### src/rtl/branch_predictor_unit.sv
// branch_predictor_unit
//   Dynamic branch predictor: a table of saturating counters indexed by PC.
//   IF side reads a taken/not-taken prediction combinationally; ID side
//   takes resolutions, raises flush/mispredict and trains the table through
//   a one-deep pending-update register (one table write per cycle).
//
// Ports
//   clk, arst_n          clock / synchronous active-low reset
//   ready                table initialised, predictions valid
//   pred_pc, pred_taken  IF-stage lookup (combinational)
//   res_*                ID-stage resolution (valid, jump, pc, carried pred, outcome)
//   flush, mispredict    combinational control to the pipeline
//   perf_branches, perf_mispredicts  saturating event counters
//                                    (present only with BP_PERF_CNT_EN defined)
//
// Optional feature macro: BP_PERF_CNT_EN
module branch_predictor_unit #(
    parameter int PC_W      = 32,
    parameter int BHT_DEPTH = 64,
    parameter int CNT_W     = 2,
    parameter int INDEX_LSB = 2
) (
    input  logic            clk,
    input  logic            arst_n,
    output logic            ready,
    input  logic [PC_W-1:0] pred_pc,
    output logic            pred_taken,
    input  logic            res_valid,
    input  logic            res_is_jump,
    input  logic [PC_W-1:0] res_pc,
    input  logic            res_pred_taken,
    input  logic            res_taken,
    output logic            flush,
    output logic            mispredict
`ifdef BP_PERF_CNT_EN
    ,
    output logic [31:0]     perf_branches,
    output logic [31:0]     perf_mispredicts
`endif
);

    localparam int IDX_W = $clog2(BHT_DEPTH);
    localparam logic [CNT_W-1:0] CNT_MAX = '1;
    localparam logic [CNT_W-1:0] WNT     = CNT_W'((1 << (CNT_W - 1)) - 1);
    localparam logic [IDX_W-1:0] IDX_LAST = IDX_W'(BHT_DEPTH - 1);

    typedef enum logic {S_INIT, S_RUN} state_e;

    state_e           state_q, state_d;
    logic [IDX_W-1:0] init_idx_q, init_idx_d;
    logic             pend_vld_q, pend_vld_d;
    logic [IDX_W-1:0] pend_idx_q, pend_idx_d;
    logic [CNT_W-1:0] pend_val_q, pend_val_d;
    logic [CNT_W-1:0] bht_q [BHT_DEPTH];

    logic [IDX_W-1:0] pidx, ridx;
    logic [CNT_W-1:0] pred_cnt, old_cnt, new_cnt;
    logic             train;

    assign pidx = pred_pc[INDEX_LSB +: IDX_W];
    assign ridx = res_pc[INDEX_LSB +: IDX_W];

    // Only the index bits of the PCs matter; the rest are intentionally ignored.
    logic unused_pc_bits;
    assign unused_pc_bits = ^{pred_pc, res_pc};

    // ---------------- FSM: state register ----------------
    always_ff @(posedge clk) begin
        if (!arst_n) begin
            state_q    <= S_INIT;
            init_idx_q <= '0;
        end else begin
            state_q    <= state_d;
            init_idx_q <= init_idx_d;
        end
    end

    // ---------------- FSM: next state ----------------
    always_comb begin
        state_d    = state_q;
        init_idx_d = init_idx_q;
        if (state_q == S_INIT) begin
            init_idx_d = init_idx_q + 1'b1;
            if (init_idx_q == IDX_LAST) state_d = S_RUN;
        end
    end

    // ---------------- FSM: outputs ----------------
    always_comb begin
        ready = (state_q == S_RUN);
    end

    // ---------------- Prediction ----------------
    // The pending entry is newer than the table, so it wins on an index match.
    always_comb begin
        pred_cnt = (pend_vld_q && pend_idx_q == pidx) ? pend_val_q : bht_q[pidx];
        pred_taken = ready & pred_cnt[CNT_W-1];
    end

    // ---------------- Resolution ----------------
    assign mispredict = res_valid & ~res_is_jump & (res_taken != res_pred_taken);
    assign flush      = res_valid & (res_is_jump | (res_taken != res_pred_taken));
    assign train      = ready & res_valid & ~res_is_jump;

    // Back-to-back updates to one index chain through the pending register.
    always_comb begin
        old_cnt = (pend_vld_q && pend_idx_q == ridx) ? pend_val_q : bht_q[ridx];
        if (res_taken) new_cnt = (old_cnt == CNT_MAX) ? old_cnt : old_cnt + 1'b1;
        else           new_cnt = (old_cnt == '0)      ? old_cnt : old_cnt - 1'b1;
        pend_vld_d = train;
        pend_idx_d = train ? ridx    : pend_idx_q;
        pend_val_d = train ? new_cnt : pend_val_q;
    end

    always_ff @(posedge clk) begin
        if (!arst_n) begin
            pend_vld_q <= 1'b0;
            pend_idx_q <= '0;
            pend_val_q <= '0;
        end else begin
            pend_vld_q <= pend_vld_d;
            pend_idx_q <= pend_idx_d;
            pend_val_q <= pend_val_d;
        end
    end

    // Single write port: init walk in INIT, pending commit in RUN.
    // A reset edge writes nothing, which drops any pending update.
    always_ff @(posedge clk) begin
        if (arst_n) begin
            if (state_q == S_INIT)  bht_q[init_idx_q] <= WNT;
            else if (pend_vld_q)    bht_q[pend_idx_q] <= pend_val_q;
        end
    end

`ifdef BP_PERF_CNT_EN
    logic [31:0] perf_br_q, perf_mp_q;
    always_ff @(posedge clk) begin
        if (!arst_n) begin
            perf_br_q <= '0;
            perf_mp_q <= '0;
        end else begin
            if (res_valid && !res_is_jump && perf_br_q != '1) perf_br_q <= perf_br_q + 1'b1;
            if (mispredict && perf_mp_q != '1)                perf_mp_q <= perf_mp_q + 1'b1;
        end
    end
    assign perf_branches    = perf_br_q;
    assign perf_mispredicts = perf_mp_q;
`endif

endmodule

### config.mk
export PLATFORM = sky130hd
export DESIGN_NAME = branch_predictor_unit
export DESIGN_NICKNAME = d
export VERILOG_FILES = /design/src/rtl/branch_predictor_unit.sv
export SDC_FILE = /design/constraint.sdc
export NUM_CORES = 1
export LEC_CHECK = 0
export BUFFER_PORTS_ARGS = -buffer_cell sky130_fd_sc_hd__buf_2
export CORE_MARGIN = 10
export CORE_UTILIZATION = 53
export DETAILED_ROUTE_END_ITERATION = 12
export PLACE_DENSITY = 0.76
export SLEW_MARGIN = 30
export SYNTH_ARGS = -nofsm -noshare
export SYNTH_HDL_FRONTEND = slang
export SYNTH_SLANG_ARGS = --single-unit
### constraint.sdc
create_clock -name clk -period 3.3 [get_ports clk]
set_input_delay 0.66 -clock clk [delete_from_list [all_inputs] [get_ports clk]]
set_output_delay 0.66 -clock clk [all_outputs]
set_load 0.02 [all_outputs]
## Word level (Yosys, flattened, before mapping)

Memories as Yosys holds them, arrays and structs flattened.
Cells that the tools add are included.

- Logic and storage cells: 43
- Memories kept: 1
- Bits in writable memories: 128
- Register bits after elaboration: 16

- Reductions and logical operators: 4
- Mux-type cells: 17
- Eq/ne operators: 5
- Bitwise logic cells: 8
- Add/sub/neg operators: 3

Memory list:

| name | words | bits a word | read ports | clocked after Yosys merged registers in | write ports | line | RTL |
|---|---|---|---|---|---|---|---|
| bht_q | 64 | 2 | 2 | 0 | 1 | 54 | `logic [CNT_W-1:0] bht_q [BHT_DEPTH];` |

Operators by type and width:

| cell | number |
|---|---|
| $eq 6x6->1 | 2 |
| $mux 2 | 6 |
| $mux 1 | 10 |
| $add 6x1->6 const B | 1 |
| $and 1x1->1 | 6 |
| $eq 6x6->1 const B | 1 |
| $mux 6 | 1 |
| $add 2x1->2 const B | 1 |
| $eq 2x2->1 const B | 1 |
| $logic_and 1x1->1 | 2 |
| $logic_not 2->1 | 1 |
| $reduce_or 2->1 | 1 |
| $sub 2x1->2 const B | 1 |
| $ne 1x1->1 | 1 |
| $not 1->1 | 1 |
| $or 1x1->1 | 1 |

## Logic depth before layout (Yosys ltp)

Gate-level depths: netlist of the first run.

- Depth in word-level cells: 6
- Depth in mapped cells: 10

## Worst setup path before layout of the first run

OpenSTA, ideal clock, no wires.

- Kind: input-to-output
- Start point: input pred_pc[3]
- End point: output pred_taken
- Data arrival time: 2.678 ns
- Stages: 7
- Path slack: -0.038 ns
- Buffers on the path: 2
- Required time: 2.640 ns
- Cells stage by stage: clkbuf_1 -> clkbuf_1 -> mux4_2 -> mux4_2 -> mux4_2 -> nand3_2 -> o21ai_2

- Longest elaborated chain between the ends: 4

RTL lines:

| item | line | RTL |
|---|---|---|
| start: declaration | 26 | `input logic [PC_W-1:0] pred_pc,` |
| parallel branches: the longest is 2 deep, another holds $mem_v2 64x2 | n/a |  |
| $mux 2 (*) | 96 | `pred_cnt = (pend_vld_q && pend_idx_q == pidx) ? pend_val_q : bht_q[pidx];` |
| $and 1x1->1 (*) | 97 | `pred_taken = ready & pred_cnt[CNT_W-1];` |
| end: declaration | 27 | `output logic pred_taken,` |

Mark *: on every way between the ends.

## Final worst setup path of the first run

- Start point: input pred_pc[2]
- End point: output pred_taken

Same word-level chain as after synthesis.

==> impl_metrics.toml, run 1 <==
[status]
status = "complete, but fails checks"
violations = "setup timing"

[power_and_ir_drop]
swShare_pct = 21.5
vdd_drop_max_v = 0.000353
clkPwrFrac_pct = 45.9
p_sw_w = 0.000866
p_int_w = 0.00316
p_seq_share_pct = 48.9
p_leak_nw = 2.50
power_frac_comb_pct = 5.3
powerDensity_mw_per_mm2 = 514

[clocking]
clkLatencyLatePin_ns = 0.42
clockBufferDepth = 2
cts-root-buf = "clkbuf_16"
htree_levels = 4
cts.sinks = 144
numCtsBuffers = 17
cts_tree = "done"
path_clk_slew_ns = 0.06

[sta]
setup_slack_ns = -0.0671
timing_max_transition_violations_final = 0
fin_tns_setup_ns = -0.0671
grt_setup_unrepaired = "yes"
hold_violations = 0
tightest_slew_ns = 0.614
finalSetupViolCount = 1
fmax_ghz = 0.297
finalCritPeriodShare_pct = 102
skew_ns = 0.00631
relSlewSlack_pct = 59.0
post-route-min-period_ns = 3.37

[setup_path]
timing.rr.start = "ready"
crit_required_ns = 2.64
cp-start-kind = "primary input"
cp_max_fo = 8
reg2reg_depth = 5
r2r-end = "bht_q[51][1]"
r2r_slack_ns = 0.66
critPathArrivalTime_ns = 2.71
endpoint_kind = "output pin"
crit_type = "in -> out"

[layout]
multiInputGateArea_mm2 = 0.00257
drive_gt1_share_pct = 23.2
final_util_pct = 61.7
final_area_mm2 = 0.00785
nFillCells = 983
antenna_cells = 0
nNetsFinal = 566
syn_to_final_growth_pct = 13.2
finalNonFillerCells = 680
register_area_mm2 = 0.00416

[synth]
synth_nets = 543
syn_inst = 472
synthXorXnorAreaFrac_pct = 2.15
ys_ff_latch = 144
synthSimpleGateAreaFrac_pct = 11.2
synth_edf_count = 128
yosys.area.top_type = "edfxtp_1"
yosysTopAreaCellShare_pct = 55.4
synth_fa_ha_area_share_pct = 0.325
synthTopCellsByArea = "edfxtp_1 55%, mux4_2 13%, dfxtp_1 4.6%, mux4_1 4.2%, nor2_1 3.7%"
synth_common_cells = "128 x edfxtp_1, 69 x nor2_1, 41 x nand2_1, 40 x mux4_2, 21 x mux2i_1"
synth_compound_area_share_pct = 3.57
synth.yosys.seq_area_share_pct = 60.0
yosysUniqueCellTypes = 51
synth_warnings = 0
yosysMostFrequentCell = "edfxtp_1"
syn_area_mm2 = 0.00694
async_flop_share_pct = 0
synthMuxAreaShare_pct = 20.3
synthFlopType = "edfxtp_1"
syn_area_per_cell_um2 = 14.7
synth_top_family_by_area = "multiplexers"

[detailed_routing]
vias_per_cell = 6.31
dr.pass1.iters = 6
first_iter_violations = 433
drcViolationCount = 0
post_drt_wl_per_cell_um = 23.9
num_vias = 4291
finalWirelength_mm = 16.3
ant_nets = 0

[die]
fp-row-count = 41
ios = 74
start_util_pct = 54.5
dieHeight_um = 134
coreArea_mm2 = 0.0127
die_x_um = 134
die_area_mm2 = 0.0181

[hold_path]
hp-start = "init_idx_q[0]"
hold_depth = 2
hold_class = "reg -> reg"
worst_hold_path.endpoint = "init_idx_q[0]"

[placed_design]
hpwl_mm = 10.7
dpl_cell_area_mm2 = 0.00724
place_inst = 645
routabilityCongestion = 0.860
port_buffers = 21
post-place-ws_ns = -0.199

[global_routing]
grt_max_degree = 53
grt_pass1_wl_mm = 25.5
grt_antenna_before_repair = 0
track_usage_pct = 18.7
grt_overflow = 0
grt_pass1_vias = 4308

[flow_run]
drv_cap = 0
placed cells by master (no fill, tap or decap), drive strengths merged, types with 8 or more instances in the layout:
cell type	n
mux2i	21
nor2	69
clkbuf	19
mux4	51
dfxtp	16
edfxtp	128
xnor2	11
nor2b	8
buf	33
nand3	12
nand2	41
o21ai	10
metrics by stage:
stage                     hold WS [ns]  total power [W]
after floorplan                  0.500          0.00214
after global placement           0.521          0.00220
after detailed placement         0.529          0.00221
after CTS                        0.537          0.00403
after global routing             0.566          0.00414
final                            0.540          0.00403
worst max-delay path: stages:
cell     delay (ns)
buf_12         0.09
buf_12         0.13
mux4_2         0.50
mux4_2         0.55
mux4_2         0.48
nand3_2        0.09
o21ai_2        0.07
buf_6          0.13
registers in the layout (all words and copies together), names as in the netlist:
| signal | count |
|---|---|
| pend_vld_q | 1 |
| init_idx_q | 6 |
| pend_val_q | 2 |
| ready | 1 |
| pend_idx_q | 6 |
| bht_q | 128 |
logic make-up after synthesis:
kind of cell | after synthesis
flip-flops | 144
multiplexers | 73
XOR/XNOR | 17
buffers and inverters | 33
AO/OA/AOI/OAI | 37
adder cells (fa/ha/maj) | 2
AND/OR/NAND/NOR | 166
timing repair:
item | 4_1_cts | 5_1_grt
hold buffers | 0 | 0
pin swaps | 1 | 1
hold endpoints to repair | 0 | 0
resized for setup | 17 | 0
setup buffers | 1 | 1
endpoints found under the setup margin | 1 | 1
gates cloned | 1 | 0
power by group through the flow:
stage | Clock, W | Sequential (W) | Combinational [W]
2_1_floorplan | 0 | 0.00200 | 0.000139
3_3_place_gp | 0 | 0.00201 | 0.000196
3_5_place_dp | 0 | 0.00201 | 0.000199
4_1_cts | 0.00185 | 0.00197 | 0.000209
5_1_grt | 0.00194 | 0.00197 | 0.000226
6_report | 0.00185 | 0.00197 | 0.000212
final cells by class:
type	instances	share of cell area (%)
repair buffers	33	3.97
clock inverters	13	1.77
inverters	4	0.191
multi-input cells	295	32.7
well taps	172	2.74
flip-flops and latches	144	53.1
clock buffers	19	5.52
routing by layer:
layer | up-vias | track usage, % | share of wire [%]
li1 | 1860 | - | -
met1 | 2145 | 23.4 | 39
met2 | 246 | 29.7 | 49
met3 | 40 | 6.09 | 9.2
met4 | 0 | 7.19 | 2.8
met5 | - | 0 | 0
worst max path at each step:
stage                    start          to  slack [ns]  cells after the start
finish              pred_pc[2]  pred_taken       -0.07                      8
global route        pred_pc[2]  pred_taken       -0.12                      8
CTS                 pred_pc[2]  pred_taken       -0.09                      8
detailed placement  pred_pc[2]  pred_taken       -0.20                      8
global placement    pred_pc[2]  pred_taken       -0.18                      8
floorplan           pred_pc[2]  pred_taken        0.08                      7
Note: power is estimated with default switching activity, not from simulation.
==> inputs of run 2 (changes only) <==
--- a/config.mk
+++ b/config.mk
@@ -6,7 +6,6 @@
 export NUM_CORES = 1
 export LEC_CHECK = 0
 export BUFFER_PORTS_ARGS = -buffer_cell sky130_fd_sc_hd__buf_2
-export CORE_MARGIN = 10
 export CORE_UTILIZATION = 53
 export DETAILED_ROUTE_END_ITERATION = 12
 export PLACE_DENSITY = 0.76
==> run 2 against run 1 <==
The run still ends with setup timing left; cell count increased by 0.15%; non-clock buffer count increased by 2; via count increased by 3.1%; sequential power about the same; design area about the same; clock power about the same; flip-flop and latch count unchanged; fmax increased by 0.32%; first-iteration DRC count increased by 28%; largest power group unchanged.
==> impl_metrics.toml, run 2 (synthesis results as in run 1) <==
[status]
status = "complete, but fails checks"
violations = "setup timing"

[setup_path]
r2r_slack_ns = 0.93
cp-start-kind = "primary input"
crit_type = "in -> out"
reg2reg_depth = 7
r2r-end = "pend_val_q[0]"
crit_required_ns = 2.64
cp-startpoint = "pred_pc[2]"
endpoint_kind = "output pin"
critPathArrivalTime_ns = 2.70
cp_max_fo = 6
timing.rr.start = "bht_q[19][1]"

[hold_path]
worst_hold_path.endpoint = "init_idx_q[0]"
hp-start = "init_idx_q[0]"
hold_class = "reg -> reg"
hold_depth = 2

[clocking]
numCtsBuffers = 17
cts_tree = "done"
cts.sinks = 144
path_clk_slew_ns = 0.06
clockBufferDepth = 2
holdBufCountCts = 0
clkLatencyLatePin_ns = 0.43
htree_levels = 4
cts-root-buf = "clkbuf_16"

[layout]
final_common_cell = "edfxtp_1"
final_cell_mix = "128 x edfxtp_1, 69 x nor2_1, 49 x mux4_2, 41 x nand2_1, 21 x mux2i_1"
nNetsFinal = 568
final_area_mm2 = 0.00785
final_util_pct = 62.0
top_regs = "bht_q (128), init_idx_q (6), pend_idx_q (6)"
top_register = "bht_q"
syn_to_final_growth_pct = 13.2
largest_reg_flops = 128
drive_gt1_share_pct = 23.2
finalNonFillerCells = 681
antenna_cells = 0

[die]
ios = 74
die_x_um = 116
start_util_pct = 54.7
coreArea_mm2 = 0.0127
die_area_mm2 = 0.0135
dieHeight_um = 116
fp-row-count = 41

[sta]
finalSetupViolCount = 1
timing_max_transition_violations_final = 0
skew_ns = 0.00948
fmax_ghz = 0.298
finalCritPeriodShare_pct = 102
tightest_slew_ns = 0.639
hold_violations = 0
setup_slack_ns = -0.0563
post-route-min-period_ns = 3.36
relSlewSlack_pct = 57.4
grt_setup_unrepaired = "yes"

[detailed_routing]
drcViolationCount = 0
drt-met1-wl_mm = 6.41
routed.top_layer = "met4"
first_iter_violations = 556
dr.pass1.iters = 5
vias_per_cell = 6.50
ant_nets = 0
post_drt_wl_per_cell_um = 25.2
finalWirelength_mm = 17.2
num_vias = 4426
dr_wl_met3_mm = 1.54
wl_met2_mm = 8.62

[power_and_ir_drop]
vdd_drop_max_v = 0.000376
powerDensity_mw_per_mm2 = 516
p_leak_nw = 2.52

[placed_design]
post-place-ws_ns = -0.217
routabilityCongestion = 0.888
place_inst = 647
hpwl_mm = 10.6
port_buffers = 21
dpl_cell_area_mm2 = 0.00724

[global_routing]
grt_antenna_before_repair = 0
track_usage_pct = 27.5
grt_overflow = 0
grt_max_degree = 65
grt_pass1_vias = 4381
grt_pass1_wl_mm = 25.8

[flow_run]
drv_cap = 0
-- run 2: per-stage QoR --
| stage | hold WS [ns] | power (W) | TNS (ns) |
|---|---|---|---|
| 2_1_floorplan | 0.500 | 0.00214 | 0 |
| 3_3_place_gp | 0.519 | 0.00220 | -0.186 |
| 3_5_place_dp | 0.533 | 0.00221 | -0.217 |
| 4_1_cts | 0.548 | 0.00405 | -0.0466 |
| 5_1_grt | 0.577 | 0.00414 | -0.0908 |
| 6_report | 0.543 | 0.00405 | -0.0563 |
-- run 2: worst max-delay path by stage --
| stage | end | slack (ns) | cells past startpoint |
|---|---|---|---|
| global placement | pred_taken | -0.19 | 8 |
| global route | pred_taken | -0.09 | 9 |
| floorplan | pred_taken | 0.08 | 7 |
| CTS | pred_taken | -0.05 | 8 |
| finish | pred_taken | -0.06 | 8 |
| detailed placement | pred_taken | -0.22 | 8 |
-- run 2: what timing repair did --
action,CTS,global route
gates resized for setup,15,1
gates cloned,1,0
setup buffers,1,1
setup endpoints to repair,1,1
pin swaps,1,0
-- run 2: final cells by class --
cell class,count,area [um^2]
tap,172,215
timing repair buffer,35,314
sequential,144,4160
clock buffer,17,425
multi-input combinational,295,2570
fill,918,4820
clock inverter,14,143
inverter,4,15.0
-- run 2: worst max-delay path, cell delays in order --
cell and delay [ns]:
buf_12 0.09, buf_12 0.13, mux4_2 0.51, mux4_2 0.53
mux4_2 0.50, nand3_2 0.08, o21ai_2 0.06, buf_6 0.13
-- run 2: layer usage --
metal	global-route usage, %	vias up
met2	44.5	271
met3	7.63	46
met1	34.4	2238
met4	13.4	0
li1	-	1871
met5	0	-
-- run 2: power by group --
part	internal (W)	total, W	switching (W)	leakage [nW]
Combinational	0.0000918	0.000213	0.000121	0.928
Clock	0.00110	0.00187	0.000765	0.278
Sequential	0.00196	0.00197	0.00000842	1.31
